$ cat config.mk
export PLATFORM = sky130hd
export DESIGN_NAME = fetch_stage
export DESIGN_NICKNAME = d
export VERILOG_FILES = /design/src/rtl/fetch_pkg.sv /design/src/rtl/if_id_reg.sv /design/src/rtl/fetch_stage.sv
export SDC_FILE = /design/constraint.sdc
export NUM_CORES = 1
export LEC_CHECK = 0
export BUFFER_PORTS_ARGS = -buffer_cell sky130_fd_sc_hd__buf_2
export CORE_ASPECT_RATIO = 1.5
export CORE_MARGIN = 4
export CORE_UTILIZATION = 30
export DETAILED_ROUTE_END_ITERATION = 6
export PLACE_DENSITY = 0.47
export SLEW_MARGIN = 20
export SYNTH_ARGS = -nofsm -noshare
export SYNTH_HDL_FRONTEND = slang
export SYNTH_SLANG_ARGS = --single-unit
$ cat constraint.sdc
create_clock -name clk -period 9.8 [get_ports clk]
set_input_delay 1.96 -clock clk [delete_from_list [all_inputs] [get_ports clk]]
set_output_delay 1.96 -clock clk [all_outputs]
set_load 0.03 [all_outputs]
$ cat src/rtl/fetch_pkg.sv
// +------------------------------------------------------------------+
// | fetch_pkg: shared constants and FSM encoding for the fetch stage  |
// | Rev 1.0                                                           |
// +------------------------------------------------------------------+
`default_nettype none

package fetch_pkg;

  localparam logic [31:0] DEFAULT_RESET_PC  = 32'h0040_0000;
  localparam logic [31:0] DEFAULT_NOP_INSTR = 32'h0000_0000;

  typedef enum logic [1:0] {
    FETCH = 2'd0,
    HOLD  = 2'd1,
    DRAIN = 2'd2
  } fetch_state_e;

endpackage

`default_nettype wire

$ cat src/rtl/if_id_reg.sv
// +------------------------------------------------------------------+
// | if_id_reg: IF/ID pipeline register; flush has priority over load  |
// | Rev 1.0                                                           |
// +------------------------------------------------------------------+
`default_nettype none

module if_id_reg
  import fetch_pkg::*;
#(
  parameter logic [31:0] NOP_INSTR = DEFAULT_NOP_INSTR
) (
  input  logic        clk,
  input  logic        reset,
  input  logic        load,
  input  logic        flush,
  input  logic [31:0] pc_in,
  input  logic [31:0] instr_in,
  input  logic        valid_in,
  output logic [31:0] IDpc,
  output logic [31:0] IDinstruction,
  output logic        IDvalid
);

  logic [31:0] pc_q, pc_d;
  logic [31:0] instr_q, instr_d;
  logic        valid_q, valid_d;

  always_comb begin
    pc_d    = pc_q;
    instr_d = instr_q;
    valid_d = valid_q;
    if (flush) begin
      pc_d    = 32'd0;
      instr_d = NOP_INSTR;
      valid_d = 1'b0;
    end else if (load) begin
      pc_d    = pc_in;
      instr_d = instr_in;
      valid_d = valid_in;
    end
  end

  always_ff @(posedge clk or posedge reset) begin
    if (reset) begin
      pc_q    <= 32'd0;
      instr_q <= NOP_INSTR;
      valid_q <= 1'b0;
    end else begin
      pc_q    <= pc_d;
      instr_q <= instr_d;
      valid_q <= valid_d;
    end
  end

  assign IDpc          = pc_q;
  assign IDinstruction = instr_q;
  assign IDvalid       = valid_q;

endmodule

`default_nettype wire

$ cat src/rtl/fetch_stage.sv
// +------------------------------------------------------------------+
// | fetch_stage: PC, imem handshake, skid buffer and redirect FSM     |
// | Rev 1.0                                                           |
// +------------------------------------------------------------------+
`default_nettype none

module fetch_stage
  import fetch_pkg::*;
#(
  parameter logic [31:0] RESET_PC  = DEFAULT_RESET_PC,
  parameter logic [31:0] NOP_INSTR = DEFAULT_NOP_INSTR
) (
  input  logic        clk,
  input  logic        reset,
  input  logic        stall,
  input  logic        branch_ctrl,
  input  logic [31:0] MEMpc,
  output logic        imem_req,
  output logic [31:0] imem_addr,
  input  logic        imem_ready,
  input  logic [31:0] imem_data,
  output logic [31:0] IDpc,
  output logic [31:0] IDinstruction,
  output logic        IDvalid
);

  fetch_state_e state_q, state_d;
  logic [31:0]  pc_q, pc_d;
  logic [31:0]  addr_q, addr_d;
  logic         req_q, req_d;
  logic [31:0]  skid_pc_q, skid_pc_d;
  logic [31:0]  skid_instr_q, skid_instr_d;

  logic         id_load, id_flush, id_valid_in;
  logic [31:0]  id_pc_in, id_instr_in;
  logic         accept;
  logic [31:0]  pc_plus4, branch_pc;

  assign accept    = req_q & imem_ready;
  assign pc_plus4  = pc_q + 32'd4;
  assign branch_pc = MEMpc & 32'hFFFF_FFFC;

  always_comb begin
    state_d      = state_q;
    pc_d         = pc_q;
    addr_d       = addr_q;
    skid_pc_d    = skid_pc_q;
    skid_instr_d = skid_instr_q;
    id_load      = 1'b0;
    id_flush     = 1'b0;
    id_valid_in  = 1'b0;
    id_pc_in     = IDpc;
    id_instr_in  = IDinstruction;

    if (branch_ctrl) begin
      id_flush     = 1'b1;
      skid_pc_d    = 32'd0;
      skid_instr_d = 32'd0;
      pc_d         = branch_pc;
      // Without an accept in FETCH/DRAIN the old request is still in flight and must be drained.
      if (state_q == HOLD || accept) begin
        addr_d  = branch_pc;
        state_d = FETCH;
      end else begin
        state_d = DRAIN;
      end
    end else begin
      case (state_q)
        FETCH: begin
          if (accept) begin
            pc_d = pc_plus4;
            if (stall) begin
              skid_pc_d    = pc_plus4;
              skid_instr_d = imem_data;
              state_d      = HOLD;
            end else begin
              addr_d      = pc_plus4;
              id_load     = 1'b1;
              id_pc_in    = pc_plus4;
              id_instr_in = imem_data;
              id_valid_in = 1'b1;
            end
          end else if (!stall) begin
            id_load = 1'b1;
          end
        end
        HOLD: begin
          if (!stall) begin
            id_load     = 1'b1;
            id_pc_in    = skid_pc_q;
            id_instr_in = skid_instr_q;
            id_valid_in = 1'b1;
            addr_d      = pc_q;
            state_d     = FETCH;
          end
        end
        DRAIN: begin
          if (accept) begin
            addr_d  = pc_q;
            state_d = FETCH;
          end
        end
        default: state_d = FETCH;
      endcase
    end

    req_d = (state_d != HOLD);
  end

  always_ff @(posedge clk or posedge reset) begin
    if (reset) begin
      state_q      <= FETCH;
      pc_q         <= RESET_PC;
      addr_q       <= RESET_PC;
      req_q        <= 1'b0;
      skid_pc_q    <= 32'd0;
      skid_instr_q <= 32'd0;
    end else begin
      state_q      <= state_d;
      pc_q         <= pc_d;
      addr_q       <= addr_d;
      req_q        <= req_d;
      skid_pc_q    <= skid_pc_d;
      skid_instr_q <= skid_instr_d;
    end
  end

  assign imem_req  = req_q;
  assign imem_addr = addr_q;

  if_id_reg #(
    .NOP_INSTR(NOP_INSTR)
  ) u_if_id_reg (
    .clk          (clk),
    .reset        (reset),
    .load         (id_load),
    .flush        (id_flush),
    .pc_in        (id_pc_in),
    .instr_in     (id_instr_in),
    .valid_in     (id_valid_in),
    .IDpc         (IDpc),
    .IDinstruction(IDinstruction),
    .IDvalid      (IDvalid)
  );

endmodule

`default_nettype wire

==> flow_summary_export.csv <==
group,metric,value,unit
cells_and_area,final_common_cell,"dfrtp_1",
clock_network,clock_latency,450,ps
clock_network,cts.repair.resized,0,
yosys,synth_area,0.0100,sq mm
grt,antenna_found_initial,2,
drt,vias,8055,
hold_path,min_path_type,"reg -> reg",
placed_design,placed_cell_area,0.0111,sq mm
setup_path,path_class,"in -> reg",
yosys,seq_area_frac_synth,47.8,%
setup_path,slowest_delay,900,ps
drt,drt_iter0_drc,339,
cells_and_area,drive_gt1_share,20.6,%
clock_network,cts.clk_slew.worst_paths,80,ps
sta,finalSetupViolCount,0,
run_status,status,"finished clean",
clock_network,cts_root_buf,"clkbuf_16",
sta,finalCritPeriodShare,39.7,%
drt,viasPerCell,4.99,
setup_path,worstSetupStartpointType,"input pin",
power_and_ir_drop,p_comb_share,22.5,%
power_and_ir_drop,power.density,187,mW/mm^2
cells_and_area,area_growth,16.5,%
cells_and_area,fin_area,0.0117,sq mm
placed_design,dp_slack,5420,ps
placed_design,hpwlAfterDp,19.5,mm
power_and_ir_drop,ir_drop,107,uV
cells_and_area,final_util,35.6,%
yosys,async_flop_share,100,%
sta,fin_tns_setup,0,ps
floorplanning,pin_count,167,
sta,finClkSkew,12.7,ps
setup_path,critPathMaxFanout,32,
setup_path,cp.required,10170,ps
clock_network,hold_buffers,0,
yosys,netlist_instances,1092,
floorplanning,coreArea,0.0327,sq mm
floorplanning,start_util,30.6,%
power_and_ir_drop,leakagePower,5.03,nW
yosys,ys_types,61,
sta,hold_viol,0,
floorplanning,die_area,0.0364,sq mm
sta,worst_pin_slew,1110,ps
grt,grt.overflow.total,0,
yosys,ys.warnings.count,0,
placed_design,placement.io_buffers,164,
grt,grtUsageTotal,16.4,%
flow_run,max_cap_violations,0,
power_and_ir_drop,pwr-share-seq,43.0,%
yosys,ys_ff_latch,191,
sta,max_freq,0.257,GHz
floorplanning,die_y,232,um
yosys,yosys_most_used_dff,"dfrtp_1",
power_and_ir_drop,p_switching,724,uW
power_and_ir_drop,p_clk_share,34.4,%
grt,grt_pass1_vias,7945,
floorplanning,rows,81,
drt,wl_per_cell,18.2,um
clock_network,cts_tree,"done",
cells_and_area,final_cell_mix,"dfrtp_1, buf_2, nand2_1",
clock_network,cts_max_level,4,
setup_path,cp_slowest_cell,"a21oi_1",
drt,drtPass1Iterations,4,
yosys,synth_edf_count,0,
placed_design,place_congestion,0.841,
clock_network,cts_buffer_depth,2,
setup_path,arrival,4260,ps
sta,rsz0062_at_grt,"no",
drt,detail-route-antenna-nets,0,
yosys,syn_nets,1167,
floorplanning,die_w,157,um
cells_and_area,nets,1260,
power_and_ir_drop,p_sw_share,33.2,%
sta,slew_headroom,25.8,%
sta,layout_min_cycle_time,3890,ps
clock_network,postCtsSetupBuffers,0,
drt,drt_wl_total,29.3,mm
sta,setup_ws,5910,ps
power_and_ir_drop,intPower,1.46,mW
clock_network,cts_made_buffers,17,
setup_path,cp-end-kind,"flip-flop",
grt,grt_pass1_wl,46.7,mm
yosys,synth_area_per_cell,9.17,sq um
clock_network,clock-sinks,191,
grt,grt_max_degree,126,
sta,maxSlewViolCount,0,
drt,drc,0,
setup_path,cp_cell_sequence,"buf_6 -> inv_1 -> buf_4 -> a21oi_1 -> o22ai_1 -> a31oi_1",
[cell usage after synthesis, drive strengths merged, types with 2 or more instances]
library cell	instances	area, sq um
a211oi	54	415
a21boi	2	15.0
a21o	2	15.0
a21oi	78	390
a22oi	3	22.5
a311oi	2	17.5
a31oi	7	43.8
and2	6	37.5
and3	22	138
and4	3	26.3
buf	30	174
clkbuf	76	287
dfrtp	189	4730
dfstp	2	52.6
ha	6	75.1
inv	11	41.3
mux2	14	158
mux2i	39	390
nand2	163	614
nand2b	7	43.8
nand3	32	160
nand3b	3	22.5
nand4	15	109
nor2	101	379
nor2b	3	18.8
nor3	28	155
nor3b	2	15.0
nor4	15	121
nor4b	3	62.6
o211ai	4	30.0
o21a	5	37.5
o21ai	46	230
o221ai	5	43.8
o22ai	15	93.8
o31a	2	17.5
o31ai	6	45.0
or2	2	12.5
or3	5	31.3
or4	3	26.3
xnor2	29	254
xor2	46	403
[path summary, 6_finish.rpt]
kind / start / end / slack, ps / cells after the start
min in group asynchronous: reset / u_if_id_reg.IDinstruction[3]$_DFFE_PP0P_ / 1720 / 2
hold / removal: imem_addr[19]$_DFFE_PP0P_ / imem_addr[19]$_DFFE_PP0P_ / 480 / 2
setup / recovery: branch_ctrl / imem_addr[20]$_DFFE_PP0P_ / 5910 / 6
setup reg to reg: state_q[1]$_DFF_PP0_ / u_if_id_reg.IDpc[30]$_DFFE_PP0P_ / 6410 / 9
hold reg to reg: imem_addr[19]$_DFFE_PP0P_ / imem_addr[19]$_DFFE_PP0P_ / 480 / 2
max in group asynchronous: reset / skid_pc_q[17]$_DFFE_PP0P_ / 6580 / 3
[through the flow]
stage	cells	hold WS [ps]	total power, mW
2_1_floorplan	1092	481	1.30
3_3_place_gp	1581	458	1.45
3_5_place_dp	1581	467	1.46
4_1_cts	1612	480	2.22
5_1_grt	1612	485	2.30
6_report	1614	478	2.18
[layout make-up]
cell class,count,area (sq um)
Antenna cell,2,5.00
Clock buffer,21,450
Clock inverter,10,163
Fill cell,3428,21100
Inverter,11,48.8
Multi-Input combinational cell,784,4750
Sequential cell,191,4780
Tap cell,415,519
Timing Repair Buffer,180,947
[cell families (layout without fill, tap and decap cells)]
| kind of cell | after synthesis | in the layout | share of synthesized area [%] |
|---|---|---|---|
| compound gates | 236 | 236 | 14.6 |
| simple gates | 414 | 414 | 19.8 |
| xor+xnor | 75 | 75 | 6.56 |
| other cells | 0 | 2 | 0 |
| buf+inv | 117 | 222 | 5.01 |
| flops | 191 | 191 | 47.8 |
| fa+ha+maj | 6 | 6 | 0.750 |
| mux | 53 | 53 | 5.47 |
[registers in the layout (all words and copies together) (netlist names)]
register                   cells
imem_req                       1
u_if_id_reg.IDpc              31
imem_addr                     31
skid_pc_q                     31
u_if_id_reg.IDvalid            1
pc_q                          30
u_if_id_reg.IDinstruction     32
skid_instr_q                  32
state_q                        2
[per-layer routing]
metal | GRT usage [%] | routed length [um] | vias up
li1 | - | - | 3977
met1 | 21.4 | 13200 | 3888
met2 | 27.1 | 14400 | 156
met3 | 3.08 | 1030 | 34
met4 | 5.76 | 731 | 0
met5 | 0 | 0 | -
[power groups by stage]
stage / clock, mW / sequential, mW / combinational, mW
floorplan: 0 / 1.03 / 0.264
global placement: 0 / 0.953 / 0.498
detailed placement: 0 / 0.955 / 0.501
CTS: 0.783 / 0.940 / 0.502
global route: 0.805 / 0.951 / 0.542
finish: 0.751 / 0.940 / 0.492
[worst max-delay path: cells and delay by family]
| kind | cells | cell delay, ps |
|---|---|---|
| AO/OA/AOI/OAI | 3 | 1320 |
| buffers and inverters | 3 | 960 |
No activity file was read; power rests on OpenSTA's default activity.
